$ cat config.mk
export PLATFORM = sky130hd
export DESIGN_NAME = board_mem_arbiter
export DESIGN_NICKNAME = d
export VERILOG_FILES = /design/src/rtl/board_mem_arbiter.sv
export SDC_FILE = /design/constraint.sdc
export NUM_CORES = 1
export LEC_CHECK = 0
export BUFFER_PORTS_ARGS = -buffer_cell sky130_fd_sc_hd__buf_2
export CAP_MARGIN = 15
export CORE_MARGIN = 4
export CORE_UTILIZATION = 50
export DETAILED_ROUTE_END_ITERATION = 12
export GPL_TIMING_DRIVEN = 0
export PLACE_DENSITY = 0.78
export REMOVE_ABC_BUFFERS = 1
export SLEW_MARGIN = 20
export SYNTH_ARGS = -nofsm -noshare
export SYNTH_HDL_FRONTEND = slang
export SYNTH_SLANG_ARGS = --single-unit
$ cat constraint.sdc
create_clock -name clk -period 6 [get_ports clk]
set_input_delay 0.9 -clock clk [delete_from_list [all_inputs] [get_ports clk]]
set_output_delay 0.9 -clock clk [all_outputs]
set_load 0.01 [all_outputs]
$ cat src/rtl/board_mem_arbiter.sv
// Board frame memory (64 cells of {red, green}) shared by the LED scanner and the
// game logic, with a power-on clear and a commanded full-board clear sweep.
module board_mem_arbiter #(
  parameter int ADDR_W = 6,
  parameter int DATA_W = 2
) (
  input  logic              clk,
  input  logic              rst_n,
  input  logic              clear_start,
  output logic              clear_busy,
  input  logic              scan_req,
  output logic              scan_grant,
  input  logic [ADDR_W-1:0] scan_addr,
  output logic              scan_valid,
  output logic [DATA_W-1:0] scan_data,
  input  logic              logic_req,
  output logic              logic_grant,
  input  logic              logic_we,
  input  logic [ADDR_W-1:0] logic_addr,
  input  logic [DATA_W-1:0] logic_wdata,
  output logic              logic_valid,
  output logic [DATA_W-1:0] logic_rdata
);

  localparam int DEPTH = 1 << ADDR_W;
  localparam int CNT_W = ADDR_W + 1;
  localparam logic [CNT_W-1:0] LAST_CELL = CNT_W'(DEPTH - 1);

  typedef enum logic [1:0] {ST_IDLE, ST_SCAN, ST_LOGIC, ST_CLEAR} state_t;
  typedef enum logic {OWN_SCAN, OWN_LOGIC} owner_t;

  state_t            state;
  state_t            next_state;
  owner_t            last_owner;
  logic [CNT_W-1:0]  clear_cnt;
  logic              clear_pending;
  logic [DATA_W-1:0] mem [DEPTH];

  logic              clear_hit;
  logic              clear_done;
  logic              scan_access;
  logic              logic_access;
  logic              logic_wr;
  logic              logic_rd;
  logic              mem_we;
  logic [ADDR_W-1:0] mem_waddr;
  logic [DATA_W-1:0] mem_wdata;

  assign clear_hit    = clear_start || clear_pending;
  assign clear_done   = (clear_cnt == LAST_CELL);
  assign scan_access  = scan_req && scan_grant;
  assign logic_access = logic_req && logic_grant;
  assign logic_wr     = logic_access && logic_we;
  assign logic_rd     = logic_access && !logic_we;

  // NOTE: next_state gets a default before the case so every path assigns it
  // and no latch is inferred.
  always_comb begin
    next_state = state;
    case (state)
      ST_CLEAR: begin
        if (clear_done) next_state = ST_IDLE;
      end
      ST_IDLE: begin
        if (clear_hit)                   next_state = ST_CLEAR;
        else if (scan_req && logic_req)  next_state = (last_owner == OWN_SCAN) ? ST_LOGIC : ST_SCAN;
        else if (scan_req)               next_state = ST_SCAN;
        else if (logic_req)              next_state = ST_LOGIC;
      end
      ST_SCAN: begin
        if (!scan_req) begin
          if (clear_hit)      next_state = ST_CLEAR;
          else if (logic_req) next_state = ST_LOGIC;
          else                next_state = ST_IDLE;
        end
      end
      ST_LOGIC: begin
        if (!logic_req) begin
          if (clear_hit)     next_state = ST_CLEAR;
          else if (scan_req) next_state = ST_SCAN;
          else               next_state = ST_IDLE;
        end
      end
      default: next_state = ST_CLEAR;
    endcase
  end

  // NOTE: state is updated with non-blocking assignments so every register in
  // this block sees the pre-edge values of the others, exactly like flops.
  always_ff @(posedge clk) begin
    if (!rst_n) begin
      state         <= ST_CLEAR;
      clear_cnt     <= '0;
      clear_busy    <= 1'b1;
      clear_pending <= 1'b0;
      scan_grant    <= 1'b0;
      logic_grant   <= 1'b0;
      last_owner    <= OWN_LOGIC;
    end else begin
      state       <= next_state;
      scan_grant  <= (next_state == ST_SCAN);
      logic_grant <= (next_state == ST_LOGIC);
      clear_busy  <= (next_state == ST_CLEAR);

      if (state == ST_CLEAR && !clear_done) clear_cnt <= clear_cnt + CNT_W'(1);

      // A new sweep always starts at cell 0 and consumes the pending request.
      if (next_state == ST_CLEAR && state != ST_CLEAR) begin
        clear_cnt     <= '0;
        clear_pending <= 1'b0;
      end else if (clear_start && (state == ST_SCAN || state == ST_LOGIC)) begin
        clear_pending <= 1'b1;
      end

      if (state == ST_SCAN && next_state != ST_SCAN)   last_owner <= OWN_SCAN;
      if (state == ST_LOGIC && next_state != ST_LOGIC) last_owner <= OWN_LOGIC;
    end
  end

  // The sweep and the logic port never write in the same cycle: no grant in CLEAR.
  assign mem_we    = rst_n && ((state == ST_CLEAR) || logic_wr);
  assign mem_waddr = (state == ST_CLEAR) ? clear_cnt[ADDR_W-1:0] : logic_addr;
  assign mem_wdata = (state == ST_CLEAR) ? '0 : logic_wdata;

  // NOTE: the array has no reset branch so it maps onto plain RAM; the clear
  // sweep that follows every reset gives it known contents.
  always_ff @(posedge clk) begin
    if (mem_we) mem[mem_waddr] <= mem_wdata;
  end

  always_ff @(posedge clk) begin
    if (!rst_n) begin
      scan_valid  <= 1'b0;
      scan_data   <= '0;
      logic_valid <= 1'b0;
      logic_rdata <= '0;
    end else begin
      scan_valid  <= scan_access;
      logic_valid <= logic_rd;
      if (scan_access) scan_data   <= mem[scan_addr];
      if (logic_rd)    logic_rdata <= mem[logic_addr];
    end
  end

  a_grant_exclusive: assert property (@(posedge clk) disable iff (!rst_n)
    !(scan_grant && logic_grant));
  a_no_grant_in_clear: assert property (@(posedge clk) disable iff (!rst_n)
    clear_busy |-> !(scan_grant || logic_grant));

endmodule

# Word-level counts from Yosys, hierarchy flattened
# Memory sizes are Yosys's and may differ from the RTL's. A register that Yosys moved wholly into a read port is not among the register bits.
# Cells that the tools add are included.
totals:
  reg_bits: 16
  latchBits: 0
  ram_bits: 128
  mem_bits_ro: 0
  inputBits: 20
  output_inout_bits: 9
  elab_cells: 60
  mem_count: 1
memory_table:
  columns: ["memory", "depth", "word_bits", "rd", "rd_clocked_by_memory_dff", "write_ports", "line", "rtl"]
  rows:
  - ["mem", 64, 2, 2, 2, 1, "37", "logic [DATA_W-1:0] mem [DEPTH];"]
classes:
  add_sub_neg: 1
  multipliers: 0
  div_mod_pow: 0
  order_cmp: 0
  n_eq_ne: 10
  shifts: 0
  n_mux: 17
  bitwise: 1
  reduce_logical: 21
ops:
  columns: ["cell", "count"]
  rows:
  - ["two-way mux 2 bit", 12]
  - ["logical AND 1 bit", 11]
  - ["equality test 2 bit, second input constant", 4]
  - ["one-hot mux 2 bit (4 select lines)", 1]
  - ["adder 7 x 1 -> 7 bit, second input constant", 1]
  - ["equality test 7 x 6 -> 1 bit, second input constant", 1]
  - ["two-way mux 6 bit", 1]
  - ["equality test 2 x 1 -> 1 bit, second input constant", 2]
  - ["zero test 1 bit", 4]
  - ["!= test 2 bit, second input constant", 2]
  - ["OR reduction 2 bit", 2]
  - ["logical OR 1 bit", 3]
  - ["two-way mux 1 bit", 3]
  - ["zero test 2 bit", 1]
  - ["!= test 2 x 1 -> 1 bit, second input constant", 1]
  - ["inverter 1 bit", 1]

# Longest topological paths before layout
depth:
  ltp_word: 8
  depth_mapped: 9
  depth_no_buf: 7

# Worst setup path before layout
# OpenSTA, ideal clock, no wires.
synth_path:
  kind: "register to register"
  start: "reg state[0]"
  end: "mem mem[0][0] (data pin)"
  setup_ns: 0.515
  t_arrival_ns: 2.678
  required_ns: 5.485
  setup_slack_ns: 2.807
  stages_incl_launch_ff: 6
  n_path_buf: 3
  synth_period_minus_slack_ns: 3.193
  path_cell_list: "dfxtp_1 > ha_1 > clkbuf_1 > buf_2 > clkbuf_1 > nor2b_1"
synth_between:
  elab_chain_len: 2
synth_rtl:
  columns: ["element", "line", "rtl"]
  rows:
  - ["start: declaration", "32", "state_t state;"]
  - ["start signal: assignment", "100", "state <= next_state;"]
  - ["equality test 2 bit", "123", "assign mem_wdata = (state == ST_CLEAR) ? '0 : logic_wdata;"]
  - ["two-way mux 2 bit", "123", null]
  - ["via mem_wdata[0]", "47", "logic [DATA_W-1:0] mem_wdata;"]
  - ["end: declaration", "37", null]
# The timed path passes the listed nets, and every way through them passes these cells.

# Worst setup path after layout
layout_path:
  start: "reg state[0]"
  end: "mem mem[26][0] (enable)"
layout_between:
  elab_chain_len: 5
  word_cells_on_any_way: 6
  classes_between: "eq/ne (1); mux (3); reduce/logical (2)"
layout_rtl:
  columns: ["element", "line", "rtl"]
  rows:
  - ["equality test 2 bit (*)", "121, 122", null]
  - ["logical OR 1 bit", "121", "assign mem_we = rst_n && ((state == ST_CLEAR) || logic_wr);"]
  - ["logical AND 1 bit", "121", null]
  - ["two-way mux 1 bit", "128", "if (mem_we) mem[mem_waddr] <= mem_wdata;"]
  - ["two-way mux 1 bit (implied by the code)", "128", null]
# Mark *: on every way between the ends. The rest lies on a longest branch, timed or not.

==> results.json <==
{
  "wl_um": 17300,
  "fin_nets": 595,
  "gp_congestion": 0.941,
  "vdd_drop_max_uv": 239,
  "setup_tns_ns": 0,
  "nFillCells": 1137,
  "clk_latency_ns": 0.42,
  "yosysTopAreaCell": "edfxtp_1",
  "crit_slowest_cell": "ha_1",
  "max_slew.worst_pin.slew_ns": 1.05,
  "cp_max_fo": 24,
  "final_hold_viol_count": 0,
  "clk_pin_slew_worst_paths_ns": 0.06,
  "io_buffer_count": 28,
  "cp_cell_sequence": "ha_1, inv_1, o31ai_1, nand2_1, nor2_1",
  "place_area_um2": 7840,
  "min_path_cells": 2,
  "slew-limit-headroom_pct": 30.0,
  "setup_ws_ns": 2.82,
  "htree_levels": 4,
  "setup_viol": 0,
  "cts_tree": "yes",
  "synth_area_leaders": "edfxtp_1, mux4_2, dfxtp_1",
  "drv_slew": 0,
  "dpl.hpwl_um": 11700,
  "post_cts_buffers": 0,
  "cp.arrival_ns": 3.28,
  "critical_path_cell_count": 5,
  "via_per_inst": 6.34,
  "synth_warnings": 0,
  "timing.rr.end": "mem[26][0]",
  "grt_pass1_vias": 5120,
  "regArea_um2": 4240,
  "cts_buffer_depth": 2,
  "post_cts_resize_count": 0,
  "placedCellCount": 734,
  "endpoint_kind": "flop",
  "gr-total-overflow": 0,
  "avgSynthCellArea_um2": 13.9,
  "grt_pass1_wl_um": 27400,
  "fin_area_um2": 8430,
  "final_cells": 767,
  "cts_buffers": 17,
  "dieHeight_um": 132,
  "start_kind": "flop",
  "ys_ff_latch": 148,
  "rows": 44,
  "start_util_pct": 51.8,
  "leakage_nw": 2.85,
  "ios": 29,
  "synth_top_cells_by_count": "edfxtp_1, nor2_1, mux4_2",
  "multi_input_area_um2": 3120,
  "critical_path_buf_inv_count": 1,
  "wl_per_cell_um": 22.5,
  "hold_buffers": 0,
  "final_core_util_pct": 57.1,
  "power_mw": 2.97,
  "fin_skew_ns": 0.00914,
  "syn_area_um2": 7640,
  "max_clock_freq_mhz": 315,
  "timing.reg2reg.setup_slack_ns": 2.82,
  "first_pass_iters": 5,
  "rsz0062_at_grt": "no",
  "max_stage_delay_ns": 0.86,
  "floorplan.die.width_um": 132,
  "grt_antenna_before_repair": 0,
  "yosysTopAreaCellShare_pct": 50.3,
  "post-place-ws_ns": 2.67,
  "crit_type": "reg2reg",
  "synth_edf_count": 128,
  "cp.required_ns": 6.11,
  "syn_to_final_growth_pct": 10.3,
  "reg2reg_from": "state[0]",
  "synth_ff_type": "edfxtp_1",
  "fin_crit_ns": 3.18,
  "rr_worst_depth": 5,
  "ys_async_sr_fraction_pct": 0,
  "drtIter0Drc": 465,
  "drive_above_1_share_pct": 21.6,
  "hold_path_class": "reg2reg",
  "antenna_left": 0,
  "clock-sinks": 148,
  "cts_root_buffer": "clkbuf_16",
  "hold_start": "scan_data[1]",
  "grt.total_usage_pct": 20.7,
  "status": "finished clean",
  "fin_crit_sh_pct": 52.9,
  "p_per_area_nw_per_um2": 352,
  "netlist-cell-type-count": 54,
  "drc_errors": 0,
  "core_um2": 14800,
  "yosys.cell_count.top_type": "edfxtp_1",
  "num_vias": 4866,
  "syn-instance-count": 551,
  "path_delay_family": "adder cells",
  "hold_end": "scan_data[1]",
  "grt_max_degree": 41,
  "synth-seq-area-share_pct": 55.6,
  "die_area_um2": 17300,
  "maxCapViolations": 0,
  "holdWs_ns": 0.476
}
registers in the layout (all words and copies together), names as in the netlist, 2 cells and up:
signal / count
mem: 128
clear_cnt: 7
logic_rdata: 2
scan_data: 2
state: 2
worst min-delay path, stage by stage (launching register included):
cell	delay, ns
dfxtp_1	0.31
nand3_1	0.05
o21ai_0	0.06
worst max path at each step:
| stage | end | start | slack, ns |
|---|---|---|---|
| floorplan | mem[0][0] | logic_wdata[0] | 2.99 |
| global placement | mem[48][0] | logic_wdata[0] | 1.36 |
| detailed placement | scan_data[0] | scan_addr[2] | 2.67 |
| CTS | mem[26][0] | state[0] | 2.85 |
| global route | mem[26][0] | state[0] | 2.50 |
| finish | mem[26][0] | state[0] | 2.82 |
layer usage:
metal  wire [um]  global-route usage, %  share of wire (%)  vias up
li1            -                      -                  -     2185
met1        6580                   24.5                 38     2418
met5           0                      0                  0        -
met3        1400                   6.38                8.1       39
met2        8700                   35.3                 50      224
met4         593                   8.81                3.4        0
logic make-up (layout without fill, tap and decap cells):
kind of cell    after synthesis  in the layout  synth area share, %
mux                          91             91                 21.4
buf+inv                      46             77                 3.87
xor+xnor                      4              4                0.459
compound gates               72             72                 6.78
fa+ha+maj                     6              6                0.983
simple gates                184            184                 11.0
other cells                   0              1                    0
flops                       148            148                 55.6
power breakdown:
| part | internal (mW) | switching, mW | total [mW] |
|---|---|---|---|
| logic | 0.218 | 0.430 | 0.648 |
| registers | 1.25 | 0.0435 | 1.29 |
| clock network | 0.614 | 0.417 | 1.03 |
| total | 2.08 | 0.891 | 2.97 |
cells in the final DEF (no fill, tap or decap), drive strengths merged, types with 7 or more instances in the layout:
cell type / count
a22oi: 8
o21ai: 21
nor3: 13
buf: 30
nand3: 18
nand2: 39
a31oi: 7
nor2: 78
clkbuf: 17
mux4: 56
nor2b: 12
mux2i: 33
clkinv: 7
edfxtp: 128
inv: 18
dfxtp: 20
cell type report:
| class | count | share of cell area (%) |
|---|---|---|
| tap | 184 | 2.73 |
| clock buffer | 17 | 5.05 |
| inverter | 15 | 0.668 |
| antenna | 1 | 0.0297 |
| sequential | 148 | 50.3 |
| clock inverter | 15 | 1.87 |
| timing repair buffer | 30 | 2.35 |
| multi-input combinational | 357 | 37.0 |
(Power assumes the default switching activity.)
